**src/rtl/oam_dma.sv**
```systemverilog
// Sprite DMA: a write to DMA_ADDR stalls the CPU and copies one 256-byte page of work RAM
// into OAM through 256 chip-select-strobed writes to the OAMDATA register.
module oam_dma #(
   parameter logic [15:0] DMA_ADDR    = 16'h4014,
   parameter logic [2:0]  OAMDATA_SEL = 3'd4,
   parameter int unsigned GAP_CYCLES  = 1
) (
   input  logic        clk,
   input  logic        reset,
   input  logic [15:0] cpu_addr,
   input  logic        cpu_wr,
   input  logic [7:0]  cpu_data,
   output logic        cpu_stall,
   output logic [15:0] mem_addr,
   output logic        mem_rd,
   input  logic [7:0]  mem_data,
   output logic        ppu_cs_n,
   output logic [2:0]  ppu_reg_addr,
   output logic        ppu_we,
   output logic [7:0]  ppu_data,
   output logic        done
);

   localparam logic [2:0] StIdle    = 3'd0;
   localparam logic [2:0] StAlign2  = 3'd1;
   localparam logic [2:0] StAlign   = 3'd2;
   localparam logic [2:0] StRead    = 3'd3;
   localparam logic [2:0] StCapture = 3'd4;
   localparam logic [2:0] StWrite   = 3'd5;
   localparam logic [2:0] StGap     = 3'd6;
   localparam logic [2:0] StDone    = 3'd7;

   localparam logic [2:0] GapLast = 3'(GAP_CYCLES - 1);

   logic [2:0] state_q, state_d;
   logic [7:0] page_q, page_d;
   logic [7:0] idx_q, idx_d;
   logic [2:0] gap_cnt_q, gap_cnt_d;
   logic [7:0] data_q, data_d;
   logic       parity_q;

   always_comb begin
      state_d   = state_q;
      page_d    = page_q;
      idx_d     = idx_q;
      gap_cnt_d = gap_cnt_q;
      data_d    = data_q;
      case (state_q)
         StIdle: begin
            if (cpu_wr && (cpu_addr == DMA_ADDR)) begin
               page_d  = cpu_data;
               idx_d   = 8'd0;
               // an odd-cycle trigger burns one extra cycle to realign with the CPU
               state_d = parity_q ? StAlign2 : StAlign;
            end
         end
         StAlign2:  state_d = StAlign;
         StAlign:   state_d = StRead;
         StRead:    state_d = StCapture;
         StCapture: begin
            data_d  = mem_data;
            state_d = StWrite;
         end
         StWrite: begin
            gap_cnt_d = 3'd0;
            state_d   = StGap;
         end
         StGap: begin
            if (gap_cnt_q == GapLast) begin
               gap_cnt_d = 3'd0;
               if (idx_q == 8'hFF) begin
                  state_d = StDone;
               end else begin
                  idx_d   = idx_q + 8'd1;
                  state_d = StRead;
               end
            end else begin
               gap_cnt_d = gap_cnt_q + 3'd1;
            end
         end
         StDone:  state_d = StIdle;
         default: state_d = StIdle;
      endcase
   end

   always_ff @(posedge clk) begin
      if (reset) begin
         state_q   <= StIdle;
         page_q    <= 8'd0;
         idx_q     <= 8'd0;
         gap_cnt_q <= 3'd0;
         data_q    <= 8'd0;
         parity_q  <= 1'b0;
      end else begin
         state_q   <= state_d;
         page_q    <= page_d;
         idx_q     <= idx_d;
         gap_cnt_q <= gap_cnt_d;
         data_q    <= data_d;
         parity_q  <= ~parity_q;
      end
   end

   // Moore outputs decoded from registered state only
   assign cpu_stall    = (state_q != StIdle) && (state_q != StDone);
   assign mem_rd       = (state_q == StRead);
   assign mem_addr     = mem_rd ? {page_q, idx_q} : 16'h0000;
   assign ppu_cs_n     = (state_q != StWrite);
   assign ppu_we       = (state_q == StCapture) || (state_q == StWrite);
   assign ppu_reg_addr = OAMDATA_SEL;
   assign ppu_data     = data_q;
   assign done         = (state_q == StDone);

endmodule

```
**config.mk**
```make
export PLATFORM = sky130hd
export DESIGN_NAME = oam_dma
export DESIGN_NICKNAME = d
export VERILOG_FILES = /design/src/rtl/oam_dma.sv
export SDC_FILE = /design/constraint.sdc
export NUM_CORES = 1
export LEC_CHECK = 0
export CORE_MARGIN = 8
export CORE_UTILIZATION = 43
export DETAILED_ROUTE_END_ITERATION = 10
export HOLD_SLACK_MARGIN = 0.06
export PLACE_DENSITY = 0.82
export SYNTH_ARGS = -nofsm -noshare
export SYNTH_HDL_FRONTEND = slang
export SYNTH_SLANG_ARGS = --single-unit
```
**constraint.sdc**
```tcl
create_clock -name clk -period 2.08 [get_ports clk]
set_clock_uncertainty 0.05 [all_clocks]
set_input_delay 0.416 -clock clk [delete_from_list [all_inputs] [get_ports clk]]
set_output_delay 0.416 -clock clk [all_outputs]
set_load 0.005 [all_outputs]
```
==> After elaboration in Yosys (flattened, before gate mapping) <==
Cells that the tools add are included.
{ "totals": {"register_bits": 31, "latch_bits": 0, "romBits": 0, "in_bits": 35, "output_inout_bits": 32, "elab_cells": 46, "mem_bits_rw": 0, "memories": 0} }
{ "classes": {"muxes": 12, "n_lt_le_gt_ge": 0, "reduce_logical": 11, "multipliers": 0, "n_addsub": 2, "n_div": 0, "n_bitwise": 1, "n_eq_ne": 14, "n_shift": 0} }
{ "ops": {"columns": ["op", "count"], "rows": [
  ["$mux W8", 3],
  ["$pmux W3 S8", 1],
  ["$eq A16 B15 Y1 const B", 1],
  ["$mux W16", 1],
  ["$pmux W8 S2", 1],
  ["$eq A3 B3 Y1 const B", 4],
  ["$mux W3", 4],
  ["$add A8 B1 Y8 const B", 1],
  ["$eq A8 B8 Y1 const B", 1],
  ["$eq A3 B2 Y1 const B", 2],
  ["$logic_not A3 Y1", 2],
  ["$ne A2 B2 Y1 const B", 3],
  ["$ne A3 B3 Y1 const B", 2],
  ["$pmux W3 S2", 1],
  ["$reduce_and A2 Y1", 2],
  ["$reduce_and A4 Y1", 1],
  ["$reduce_bool A2 Y1", 2],
  ["$add A3 B1 Y3 const B", 1],
  ["$eq A3 B1 Y1 const B", 1],
  ["$reduce_bool A3 Y1", 1],
  ["$logic_and A1 B1 Y1", 2],
  ["$mux W2", 1],
  ["$logic_or A1 B1 Y1", 1],
  ["$not A1 Y1", 1]
]} }

==> Longest topological paths before layout <==
{ "logic_depth": {"depth_word": 4, "mapped_depth": 7, "ltp_nobuf": 7} }

==> Worst setup path before layout <==
No wires, ideal clock.
{ "synth_path": {"path_kind": "flip-flop to output port", "from": "register state_q[0]", "to": "output mem_addr[10]", "required_time_ns": 1.614, "path_stages_with_launch": 6, "path_buffers": 2, "setup_slack_ns": 0.291, "arrival_time_ns": 1.323, "cell_sequence": "dfxtp_1 clkbuf_1 nand2_1 nor2_1 clkbuf_1 and2_1"} }
{ "synth_via": {"elab_chain_len": 2} }
{ "synth_rtl": {"columns": ["element", "line", "rtl"], "rows": [
  ["from (decl)", "35", "logic [2:0] state_q, state_d;"],
  ["from (signal assigned)", "88", "state_q <= StIdle;"],
  ["from (signal assigned)", "95", "state_q <= state_d;"],
  ["$eq A3 B2 Y1", "106", "assign mem_rd = (state_q == StRead);"],
  ["via mem_rd", "15", "output logic mem_rd,"],
  ["$mux W16", "107", "assign mem_addr = mem_rd ? {page_q, idx_q} : 16'h0000;"],
  ["to (decl)", "14", "output logic [15:0] mem_addr,"]
]} }
The timed path passes the listed nets, and every way through them passes these cells.

==> Worst setup path in the final report <==
{ "layout_path": {"from": "input cpu_wr", "to": "register idx_q[4]"} }
{ "layout_via": {"elab_chain_len": 3} }
{ "layout_rtl": {"columns": ["element", "line", "rtl"], "rows": [
  ["from (decl)", "11", "input logic cpu_wr,"],
  ["$logic_and A1 B1 Y1", "50", "if (cpu_wr && (cpu_addr == DMA_ADDR)) begin"],
  ["$ne A2 B2 Y1 (no line)", null, null],
  ["$reduce_and A4 Y1 (no line)", null, null],
  ["to (signal assigned)", "97", "idx_q <= idx_d;"],
  ["to (decl)", "37", "logic [7:0] idx_q, idx_d;"]
]} }
Every way passes these cells.
A chain may end at the register's enable or synchronous reset.

==> parameters.txt <==
Parameter                              Value

Pwr
  Post-layout total power ... roughly 1.4 mW
  IR Drop Worst-Case VDD ... 0.331 mV
  Leakage power total ... about 1.2 nW
  Power Dens Cells ... about 540 nW/um^2

Worst setup path
  Critical Path Fanout Max ... 5
  Critical path required time ... around 2200 ps
  Data arrival time of the critical path ... 2160 ps
  Cell type group with the largest total delay on the critical path ... simple AND/OR/NAND/NOR gates
  Type of element launching the critical path ... input pin
  CP Class ... in -> reg
  Critical path endpoint category ... flop
  Number of buffers and inverters on the critical path ... 1
  Cell with the biggest individual delay on the critical path ... or4_1
  Critical path cell sequence ... clkdlybuf4s50_1 -> nor4bb_2 -> o211ai_1 -> a2bb2oi_2 -> or4_1 -> a21oi_1
  Highest cell delay on the worst timing path ... about 470 ps

GRT
  Total global-route track usage ... 0.153
  Global-route wire length before repair ... between 7 and 8 mm
  Maximum number of pins on one net before global-route repair ... 17
  Number of antenna violations at the first check in global routing ... 0
  Residual overflow from global routing ... 0
  Via count of the first global-routing pass ... 1700

Clock network
  Number of sinks handled by clock tree synthesis ... 31
  Clock transition at the registers of the reported paths ... around 70 ps
  Clock network latency to the later pin of the worst-skew pair ... ~290 ps
  Clock root buffer master ... clkbuf_8
  Max H-tree Level ... 2
  Clock tree from TritonCTS ... yes
  Clock buffer depth ... 2
  Total clock buffers created by CTS ... 5

Die
  FP Rows ... 22
  Die Area ... between 6000 and 7000 um^2
  Core footprint ... approximately 3700 um^2
  I/O pin count ... 67
  Die Ht ... approximately 78 um
  Initial Util ... 0.446
  Horizontal die dimension ... slightly below 80 um

Detailed routing
  Number of design rule violations left after detail routing ... 0
  Routed length per instance ... about 14 um
  First DRT Iteration DRCs ... about 110
  Highest signal layer in the routed design ... met4
  Vias post-DR ... 1662
  Detailed Route WL ... ~4.6 mm
  Met2 routed WL ... approximately 2.2 mm
  Number of search-and-repair iterations in the first detailed-routing pass ... 4
  Wire length on met3 ... 532 um
  Via/cell ratio ... between 5 and 6
  Met1 wire length ... roughly 1.8 mm
  ANT nets after route ... 0

Timing
  Final setup vio count ... 0
  Final hold violation count ... 0
  Fin crit period ... 2010 ps
  Worst Tran Pin Value ... 587 ps
  Share of the clock period used by the worst path after layout ... 0.964
  Final WS setup ... ~75 ps
  Worst slew margin relative to its limit ... 0.607
  Unrepaired setup endpoints after global routing ... no
  Slew Limit Fails ... 0
  Top achievable clock speed ... between 0.4 and 0.5 GHz

Placement
  Number of buffers added on ports ... 63
  Weighted congestion at the end of routability-driven global placement ... 0.868
  DP Area ... about 2400 um^2
  Total half-perimeter wirelength after legalization and detailed placement ... 3.33 mm
  Post-Place Setup Slack ... -271 ps

Final layout
  Diode count ... 0
  Multi-input gate area ... 947 um^2
  Commonest cells after routing, fill and taps aside ... clkdlybuf4s50_1 (43), nor2_1 (34), dfxtp_1 (30)
  Most common cell after layout, fill and taps aside ... clkdlybuf4s50_1
  Post-route design area ... 2590 um^2
  Fill cell total of the finished layout ... around 300
  NumNets Final ... 309
  Share of cells above drive strength 1 ... 0.154
  Area taken by flip-flops and latches ... around 620 um^2
  Layout-stage area growth over the synthesis result ... 59.0%

Synthesis
  Largest cells by area after synthesis ... dfxtp_1 (38%), mux2i_1 (9.8%), nor2_1 (8.1%), and2_1 (6.1%), nand2_1 (2.5%)
  Sequential-to-total area share from yosys stat ... 0.380
  Area share of the largest cell type after synthesis ... 0.380
  Mapped Cells ... approximately 190
  Synth Area per Inst ... 8.45 um^2
  Synthesis warning total ... 0
  Top flip-flop cell by instance count after synthesis ... dfxtp_1
  Post-synthesis instance area ... 1630 um^2
  Number of flops mapped to enable cells by yosys ... 0
  Share of synthesized registers carrying an async set or reset ... 0
  Post-synthesis sequential element count ... 31
  Post-synth cell types ... 46
  Most area-hungry cell type in the Yosys netlist ... dfxtp_1

Outcome
  Run status ... finished, final reports clean

Flow run
  Total of max-cap violations ... 0

Min path
  Hold crit path type ... reg -> reg
[sequential cells by signal (all words and copies together) (netlist names)]
signal,flops
parity_q,1
idx_q,8
page_q,8
state_q,3
ppu_data,8
gap_cnt_q,3
[layer usage]
layer  up-vias  global-route usage
li1        816                   -
met1       770               0.156
met2        69               0.250
met3         7              0.0933
met4         0              0.0566
met5         -                   0
[power by group]
part | switching [mW] | internal (mW)
Combinational | 0.0245 | 0.0636
Sequential | 0.00143 | 0.594
Clock | 0.230 | 0.479
Total | 0.255 | 1.14
[worst reg2reg max path, stage by stage, from the launching register on]
cell	delay [ps]
dfxtp_1	320
inv_1	90
ha_1	190
nor2b_1	300
o211ai_1	140
a2bb2oi_2	180
or4_1	470
a21oi_1	130
[path summary, 6_finish.rpt]
path / startpoint / to / slack (ps) / depth (start not counted)
worst max register to register: gap_cnt_q[0] / idx_q[4] / 160 / 7
worst min register to register: parity_q / parity_q / 420 / 1
worst min-delay path: parity_q / parity_q / 420 / 1
worst max-delay path: cpu_wr / idx_q[4] / 70 / 6
[final cells by class]
class                   count  area share
multi-input cells         146       0.365
repair buffers             84       0.316
flip-flops and latches     31       0.241
clock buffers               6      0.0280
clock inverters             2      0.0231
well taps                  48      0.0231
inverters                   3     0.00434
[synth_stat cells (all sizes together) (2+ instances only)]
| library cell | n |
|---|---|
| nor2 | 36 |
| dfxtp | 31 |
| and2 | 16 |
| mux2i | 16 |
| nand2 | 11 |
| buf | 8 |
| o21ai | 7 |
| clkbuf | 6 |
| a21oi | 5 |
| nor3 | 5 |
| a311oi | 4 |
| and3 | 4 |
| nand2b | 4 |
| nand3 | 4 |
| ha | 3 |
| inv | 3 |
| nor4 | 3 |
| a211oi | 2 |
| conb | 2 |
| nand3b | 2 |
| nand4 | 2 |
| or3 | 2 |
[metrics by stage]
step	setup TNS (ps)	hold slack (ps)	util	instances
after floorplan	0	363	-	194
after global placement	-1600	377	0.645	305
after detailed placement	-2920	400	0.645	305
after CTS	-90.6	417	0.688	316
after global routing	0	439	0.709	320
final	0	420	0.709	320
[cell families (layout without fill, tap and decap cells)]
| logic type | count (synthesis) | in the layout | synth area share |
|---|---|---|---|
| flops | 31 | 31 | 0.380 |
| simple gates | 97 | 97 | 0.321 |
| mux | 16 | 16 | 0.0982 |
| fa+ha+maj | 3 | 3 | 0.0230 |
| compound gates | 26 | 26 | 0.110 |
| buf+inv | 17 | 95 | 0.0575 |
| other cells | 2 | 3 | 0.00460 |
| xor+xnor | 1 | 1 | 0.00537 |
[timing repair]
| action | 4_1_cts | 5_1_grt |
|---|---|---|
| gates resized for setup | 14 | 16 |
| pin swaps | 1 | 0 |
| hold buffers | 0 | 0 |
| endpoints found under the setup margin | 19 | 13 |
| cloned | 1 | 0 |
| setup buffers | 2 | 4 |
No activity file was read; power rests on OpenSTA's default activity.
